## src/rtl/ahbl_gpio_irq.sv

```systemverilog
// AHB-Lite GPIO controller with synchronised inputs, per-pin level/edge
// interrupts, sticky W1C edge status and atomic set/clear of the output register.
module ahbl_gpio_irq #(
  parameter int unsigned PINS        = 16,
  parameter int unsigned SYNC_STAGES = 2
) (
  input  logic            HCLK,
  input  logic            HRESETn,
  input  logic            HSEL,
  input  logic [23:2]     HADDR,
  input  logic            HREADY,
  input  logic            HWRITE,
  input  logic [1:0]      HTRANS,
  input  logic [2:0]      HSIZE,
  input  logic [31:0]     HWDATA,
  output logic [31:0]     HRDATA,
  output logic            HREADYOUT,
  output logic [1:0]      HRESP,
  input  logic [PINS-1:0] GPIO_IN,
  output logic [PINS-1:0] GPIO_OUT,
  output logic [PINS-1:0] GPIO_PU,
  output logic [PINS-1:0] GPIO_PD,
  output logic [PINS-1:0] GPIO_DIR,
  output logic [PINS-1:0] IRQ,
  output logic            IRQ_ANY
);

  localparam int unsigned      CW      = $clog2(SYNC_STAGES + 2);
  localparam logic [CW-1:0]    ARM_CNT = CW'(SYNC_STAGES + 1);

  typedef enum logic [3:0] {
    R_DIN  = 4'd0,  R_DOUT = 4'd1,  R_PU   = 4'd2,  R_PD   = 4'd3,
    R_DIR  = 4'd4,  R_IM   = 4'd5,  R_TYPE = 4'd6,  R_POL  = 4'd7,
    R_BOTH = 4'd8,  R_RIS  = 4'd9,  R_MIS  = 4'd10, R_ICR  = 4'd11,
    R_DSET = 4'd12, R_DCLR = 4'd13
  } reg_idx_e;

  logic [21:0]     addr_q;
  logic            write_q;
  logic            valid_q;
  logic            addr_ok;
  reg_idx_e        idx;
  logic            wr_en;
  logic [PINS-1:0] wd;

  logic [PINS-1:0] dout_q, pu_q, pd_q, dir_q, im_q, type_q, pol_q, both_q;
  logic [PINS-1:0] ris_q;

  logic [SYNC_STAGES-1:0][PINS-1:0] sync_q;
  logic [PINS-1:0] s, p_q;
  logic [CW-1:0]   arm_cnt;
  logic            armed;

  logic [PINS-1:0] rise, fall, hit, icr;
  logic [PINS-1:0] ris, mis;
  logic [PINS-1:0] rd_pins;
  logic            rd_bad;
  logic            unused_ok;

  assign HREADYOUT = 1'b1;
  assign HRESP     = 2'b00;
  assign unused_ok = ^{HSIZE, HTRANS[0], HWDATA};

  // Address phase
  always_ff @(posedge HCLK or negedge HRESETn) begin
    if (!HRESETn) begin
      addr_q  <= '0;
      write_q <= 1'b0;
      valid_q <= 1'b0;
    end else if (HSEL && HREADY) begin
      addr_q  <= HADDR;
      write_q <= HWRITE;
      valid_q <= HTRANS[1];
    end else begin
      valid_q <= 1'b0;
    end
  end

  assign addr_ok = (addr_q[21:4] == '0) && (addr_q[3:0] <= 4'd13);
  assign idx     = reg_idx_e'(addr_q[3:0]);
  assign wr_en   = valid_q && write_q && addr_ok;
  assign wd      = HWDATA[PINS-1:0];

  always_ff @(posedge HCLK or negedge HRESETn) begin
    if (!HRESETn) begin
      dout_q <= '0;
      pu_q   <= '0;
      pd_q   <= '0;
      dir_q  <= '0;
      im_q   <= '0;
      type_q <= '0;
      pol_q  <= '0;
      both_q <= '0;
    end else if (wr_en) begin
      case (idx)
        R_DOUT:  dout_q <= wd;
        R_PU:    pu_q   <= wd;
        R_PD:    pd_q   <= wd;
        R_DIR:   dir_q  <= wd;
        R_IM:    im_q   <= wd;
        R_TYPE:  type_q <= wd;
        R_POL:   pol_q  <= wd;
        R_BOTH:  both_q <= wd;
        R_DSET:  dout_q <= dout_q | wd;
        R_DCLR:  dout_q <= dout_q & ~wd;
        default: ;
      endcase
    end
  end

  // Input synchroniser, previous-sample flop and post-reset arming counter
  always_ff @(posedge HCLK or negedge HRESETn) begin
    if (!HRESETn) begin
      sync_q  <= '0;
      p_q     <= '0;
      arm_cnt <= '0;
    end else begin
      sync_q  <= {sync_q[SYNC_STAGES-2:0], GPIO_IN};
      p_q     <= s;
      if (!armed) arm_cnt <= arm_cnt + 1'b1;
    end
  end

  assign s     = sync_q[SYNC_STAGES-1];
  assign armed = (arm_cnt == ARM_CNT);
  assign rise  = s & ~p_q;
  assign fall  = ~s & p_q;
  assign hit   = armed ? (type_q & ((both_q & (rise | fall)) |
                                    (~both_q & ((pol_q & rise) | (~pol_q & fall)))))
                       : '0;
  assign icr   = (wr_en && idx == R_ICR) ? (wd & type_q) : '0;

  // Sticky edge status; a hit in the same cycle as its clear wins
  always_ff @(posedge HCLK or negedge HRESETn) begin
    if (!HRESETn) ris_q <= '0;
    else          ris_q <= hit | (ris_q & ~icr);
  end

  // Level pins report the live synchronised level, so they bypass the sticky flop
  assign ris     = (type_q & ris_q) | (~type_q & ~(s ^ pol_q));
  assign mis     = ris & im_q & ~dir_q;
  assign IRQ     = mis;
  assign IRQ_ANY = |mis;

  assign GPIO_OUT = dout_q;
  assign GPIO_PU  = pu_q;
  assign GPIO_PD  = pd_q;
  assign GPIO_DIR = dir_q;

  always_comb begin
    rd_pins = '0;
    rd_bad  = 1'b0;
    if (!addr_ok) begin
      rd_bad = 1'b1;
    end else begin
      case (idx)
        R_DIN:   rd_pins = s;
        R_DOUT:  rd_pins = dout_q;
        R_PU:    rd_pins = pu_q;
        R_PD:    rd_pins = pd_q;
        R_DIR:   rd_pins = dir_q;
        R_IM:    rd_pins = im_q;
        R_TYPE:  rd_pins = type_q;
        R_POL:   rd_pins = pol_q;
        R_BOTH:  rd_pins = both_q;
        R_RIS:   rd_pins = ris;
        R_MIS:   rd_pins = mis;
        default: rd_pins = '0;
      endcase
    end
  end

  assign HRDATA = rd_bad ? 32'hDEADBEEF : 32'(rd_pins);

endmodule

```

## config.mk

```make
export PLATFORM = sky130hd
export DESIGN_NAME = ahbl_gpio_irq
export DESIGN_NICKNAME = d
export VERILOG_FILES = /design/src/rtl/ahbl_gpio_irq.sv
export SDC_FILE = /design/constraint.sdc
export NUM_CORES = 1
export LEC_CHECK = 0
export ABC_AREA = 1
export CAP_MARGIN = 40
export CELL_PAD_IN_SITES_DETAIL_PLACEMENT = 0
export CELL_PAD_IN_SITES_GLOBAL_PLACEMENT = 1
export CORE_MARGIN = 2
export CORE_UTILIZATION = 47
export DETAILED_ROUTE_END_ITERATION = 8
export DONT_BUFFER_PORTS = 1
export GPL_ROUTABILITY_DRIVEN = 1
export MAX_ROUTING_LAYER = met4
export PLACE_DENSITY = 0.84
export SYNTH_ARGS = -nofsm -noshare
export SYNTH_HDL_FRONTEND = slang
export SYNTH_SLANG_ARGS = --single-unit
```

## constraint.sdc

```tcl
create_clock -name HCLK -period 2.35 [get_ports HCLK]
set_input_delay 0.235 -clock HCLK [delete_from_list [all_inputs] [get_ports HCLK]]
set_output_delay 0.235 -clock HCLK [all_outputs]
set_load 0.01 [all_outputs]
```

* Word level (Yosys, flattened, before mapping) *
Cells that the tools add are included.

operators by class
  bitwise logic cells = 30
  order comparisons = 1
  multiplexer cells = 6
  reduce and logical (&&, ||, !) cells = 17
  add/sub/neg operators = 1
  equality and inequality tests = 14

operators with widths
  operator               number
  $and A16 B16 Y16       14
  $pmux W16 S11          1
  $not A16 Y16           9
  $or A16 B16 Y16        6
  $pmux W16 S3           1
  $mux W16               2
  $mux W32               1
  $eq A4 B4 Y1 const B   6
  $logic_not A18 Y1      1
  $eq A4 B3 Y1 const B   4
  $reduce_and A2 Y1      8
  $reduce_or A16 Y1      1
  $xor A16 B16 Y16       1
  $eq A4 B2 Y1 const B   2
  $logic_and A1 B1 Y1    5
  $eq A4 B1 Y1 const B   1
  $le A4 B4 Y1 const B   1
  $logic_not A4 Y1       1
  $reduce_bool A3 Y1     1
  $add A2 B1 Y2 const B  1
  $eq A2 B2 Y1 const B   1
  $mux W1                1

storage, ports and cells
  output and inout bits = 116
  logic and storage cells = 85
  input port bits = 80
  register bits after elaboration = 218

* Logic depth before layout (Yosys ltp) *
  depth after elaboration = 9
  depth in mapped cells = 11
  mapped depth without buffers = 10

* Worst setup path before layout *
OpenSTA, ideal clock, no wires.

  path type = reg-to-output
  start = reg addr_q[1]
  end = out HRDATA[15]
  stages on the path, launching flop included = 9
  arrival = 1602 ps
  required time = 2115 ps
  buffers on the path = 2
  slack = 513 ps
  cell sequence = dfrtp_1 -> buf_6 -> clkinv_2 -> nor2_1 -> nor2_1 -> nand3_2 -> inv_1 -> clkbuf_1 -> nand4_1

on the way
  cells in the longest elaborated chain, start to end = 3
  elaborated cells on any way between the ends = 15
  classes of those cells = order compare: 1; eq/ne: 10; mux: 2; reduce/logical: 2

ends and longest elaborated chain
  item                                                         line     text
  start: declaration                                           38       logic [21:0] addr_q;
  start signal: assignment                                     67       addr_q <= '0;
  start signal: assignment                                     71       addr_q <= HADDR;
  $eq A4 B4 Y1 (tied with other cells)                         156      case (idx)
  $pmux W16 S11 / $logic_and A1 B1 Y1 (equally long branches)  156, 79
  $mux W32 *                                                   173      assign HRDATA = rd_bad ? 32'hDEADBEEF : 32'(rd_pins);
  end: declaration                                             16       output logic [31:0] HRDATA,

Every way passes the cells marked *; elsewhere a longest branch is shown, timed or not.

* Worst setup path in the final report *
  start = reg addr_q[0]
  end = out HRDATA[11]

The elaborated chain is that of the path after synthesis.

==> run summary <==
The run finished, with violations left. The checks that failed: negative hold slack, negative setup slack. The number of detailed-route iterations in the first pass came out at 5.

The setup path with the least slack is of type reg2out. The initial antenna violation count is 0. The multi-input logic area came out at 5019 um^2.

The number of hold buffers added after CTS is 55. The fraction of the yosys area taken by sequential cells came out at 48.75%. For this block, the routed nets add up to 35780 um of wire. The required arrival time at the worst endpoint is 2120 ps. The detailed router placed 10013 vias in this run. The maximum ir drop on the vdd rail came out at 661.6 uV. In the synthesized netlist, the cells that appear most often are sky130_fd_sc_hd__nand2_1 (456), sky130_fd_sc_hd__dfrtp_1 (218), sky130_fd_sc_hd__inv_1 (160). The async set or reset register ratio after synthesis came out at 100.0%. Dividing the detail-routed via count by the number of cells gives 5.357. The fmax is 0.4162 GHz.

The gate count of the mapped netlist came out at 1417. Among all flip-flop cells after synthesis, the most frequent one is sky130_fd_sc_hd__dfrtp_1. In this run the count of I/O pins placed on the die edge is 196. The clock drives 218 sinks.

By instance count, the leading cell after synthesis is sky130_fd_sc_hd__nand2_1. Dividing the synthesized area by the synthesized cell count gives 7.897 um^2. The nature of the critical path startpoint is a flop.

Global routing finished with a remaining overflow of 0. The measured slew at the worst slew-check pin is 763.0 ps. The max-slew violation count is 0. TritonCTS built the clock tree.

The via count of the first global-routing pass is 9482. Across the routed clock network, the largest skew measured is 28.19 ps. The filler cell count is 2160. The level count of the clock H-tree came out at 1.

The clock input transition at the sequential cells of the worst setup and hold paths came out at 60 ps. The number of input and output port buffers inserted came out at 0. The count of flip-flops with a built-in enable after synthesis is 0.

Routability-driven placement finished with a final weighted congestion of 0.9223. The signed area change from the synthesized netlist to the final layout is 22.48%. In this run the power density over the cells is 645.8 nW/um^2.

The max-cap check violation count came out at 0. The floorplan step set the die width to 158.3 um. The core region is 23400 um^2. The utilization of the core after routing came out at 58.56%. Ranked by total cell area, the synthesized netlist is headed by sky130_fd_sc_hd__dfrtp_1 (49%), sky130_fd_sc_hd__nand2_1 (15%), sky130_fd_sc_hd__o21ai_0 (7.0%).

The detailed router finished its first iteration with 849 violations. Counting flops and latches in the post-synthesis netlist gives 218. The clock latency at the later pin of the worst-skew pair is 540 ps. The top cell type's share of synthesized area came out at 48.75%. Cells with a size suffix above 1 make up 15.35% of the layout. The total of endpoints with negative setup slack in the final report is 7. The total routing usage reported by global routing came out at 29.16%.

The analysis attributes to cell leakage a power of 7.306 nW. The final critical-path setup slack came out at -52.56 ps. The accumulated negative setup slack came out at -181.1 ps. The maximum number of pins on one net before global-route repair is 219. At the end of the flow, the number of nets in the layout was 1645. Once the floorplan was initialized, standard cells occupied 47.81% of the core.

The count of endpoints failing hold in the final timing report is 218. The first global-routing pass estimated 53580 um of wire. The number of diodes came out at 0. In this run the clock root is driven by a sky130_fd_sc_hd__clkbuf_16. For this run, design rule violations remaining after detail routing come to 0.

The total CTS buffers is 24. The number of placement rows came out at 56. The classification of the worst-slack hold path is in2async. STA classifies the critical path endpoint as a primary output. Yosys mapped the design onto 31 distinct sky130hd cell types. Across the whole layout, storage elements account for 5460 um^2. The worst slack at placement is 218.9 ps. At the worst endpoint, the arrival time is 2170 ps. The maximum fanout along the worst path is 8. The Yosys step of the flow raised 0 warnings. The combined area of all synthesized cells is 11190 um^2. Setup repair after global routing could not meet its margin everywhere. The post-route fraction of the period consumed by the critical path came out at 102.2%. The routed length per placed instance came out at 19.14 um. The number of buffers on the longest clock path came out at 3. For the finished layout, the period the worst path requires is 2403 ps. Of all cell types, the one taking the most synthesized area is sky130_fd_sc_hd__dfrtp_1. The final hold slack is -585.0 ps. The remaining antenna violation count came out at 0.

The die area is 25060 um^2. The worst max-slew margin expressed relative to the limit came out at 49.14%. The total half-perimeter wirelength after legalization and detailed placement came out at 23740 um.

Measured along the y axis, the die boundary spans 158.3 um.
==> through the flow <==
stage                     area (um^2)  cells  power (mW)
after detailed placement        11750   1745       4.744
after global routing            13700   1869       9.137
final                           13700   1869       8.850
after floorplan                 11210   1423       4.500
after CTS                       13300   1851       8.758
after global placement          11750   1745       4.725
==> logic make-up after synthesis <==
family	synth area share [%]
AO/OA/AOI/OAI	9.773
XOR/XNOR	0.1566
adder cells (fa/ha/maj)	3.690
buffers and inverters	8.778
flip-flops	48.75
multiplexers	2.013
other	0.06712
AND/OR/NAND/NOR	26.77
==> power by group <==
| part | internal [mW] | total [mW] | switching (mW) |
|---|---|---|---|
| logic | 0.439 | 1.02 | 0.577 |
| clock network | 2.32 | 3.90 | 1.58 |
| registers | 3.86 | 3.93 | 0.0795 |
==> routing by layer <==
| layer | global-route usage [%] | share of wire (%) | up-vias |
|---|---|---|---|
| li1 | - | - | 4741 |
| met2 | 47.27 | 47 | 413 |
| met3 | 4.790 | 7.8 | 93 |
| met5 | - | 0 | - |
| met1 | 38.50 | 42 | 4766 |
| met4 | 7.422 | 3.4 | 0 |
==> state kept, by name, indices dropped and copies added (netlist names) <==
name,count
GPIO_PD,16
GPIO_DIR,16
s,16
valid_q,1
write_q,1
GPIO_PU,16
GPIO_OUT,16
arm_cnt,2
addr_q,22
ris_q,16
p_q,16
im_q,16
type_q,16
both_q,16
pol_q,16
sync_q,16
==> cells in the final DEF, fill, tap and decap left out, types with 18 or more instances in the layout <==
master / Yosys / layout
sky130_fd_sc_hd__nand2_1: 456 / 437
sky130_fd_sc_hd__o21ai_0: 156 / 151
sky130_fd_sc_hd__nand4_1: 33 / 33
sky130_fd_sc_hd__nor2_1: 91 / 70
sky130_fd_sc_hd__buf_4: 19 / 69
sky130_fd_sc_hd__o21ai_1: 13 / 18
sky130_fd_sc_hd__ha_1: 33 / 33
sky130_fd_sc_hd__clkbuf_16: 0 / 24
sky130_fd_sc_hd__inv_1: 160 / 150
sky130_fd_sc_hd__dlygate4sd3_1: 0 / 55
sky130_fd_sc_hd__dfrtp_1: 218 / 214
sky130_fd_sc_hd__mux2_2: 20 / 20
sky130_fd_sc_hd__nand3_1: 104 / 101
==> repair_timing <==
item,in CTS,in global routing
pin swaps,3,32
setup endpoints to repair,16,106
resized for setup,48,70
setup buffers,7,18
endpoints found under the hold margin,277,218
==> path summary, 6_finish.rpt <==
path,start,to,slack [ps],cells after the start
worst max-delay path,addr_q[0],HRDATA[11],-50,9
worst min-delay path,HRESETn,ris_q[0],-590,0
worst max register to register,addr_q[2],both_q[8],210,12
worst min register to register,sync_q[2],s[2],350,0
max in group asynchronous,HRESETn,GPIO_PU[0],2290,0
min in group HCLK,HWDATA[14],GPIO_PD[14],10,2
==> critical path, cell delays in order, from the launching register on <==
cell and delay [ps]:
sky130_fd_sc_hd__dfrtp_2 460, sky130_fd_sc_hd__nor2_2 170, sky130_fd_sc_hd__buf_4 200, sky130_fd_sc_hd__nand2_2 200, sky130_fd_sc_hd__o21ai_0 220, sky130_fd_sc_hd__nor2_1 70, sky130_fd_sc_hd__nand2_1 50, sky130_fd_sc_hd__nor2_1 50
sky130_fd_sc_hd__nand3_1 90, sky130_fd_sc_hd__buf_4 120
==> layout make-up <==
cell class | count | area share (%)
repair buffers | 146 | 10.06
inverters | 162 | 4.574
well taps | 319 | 2.912
multi-input cells | 980 | 36.62
clock buffers | 35 | 5.195
clock inverters | 9 | 0.7943
flip-flops and latches | 218 | 39.84
Power figures use the tool's default switching activity.
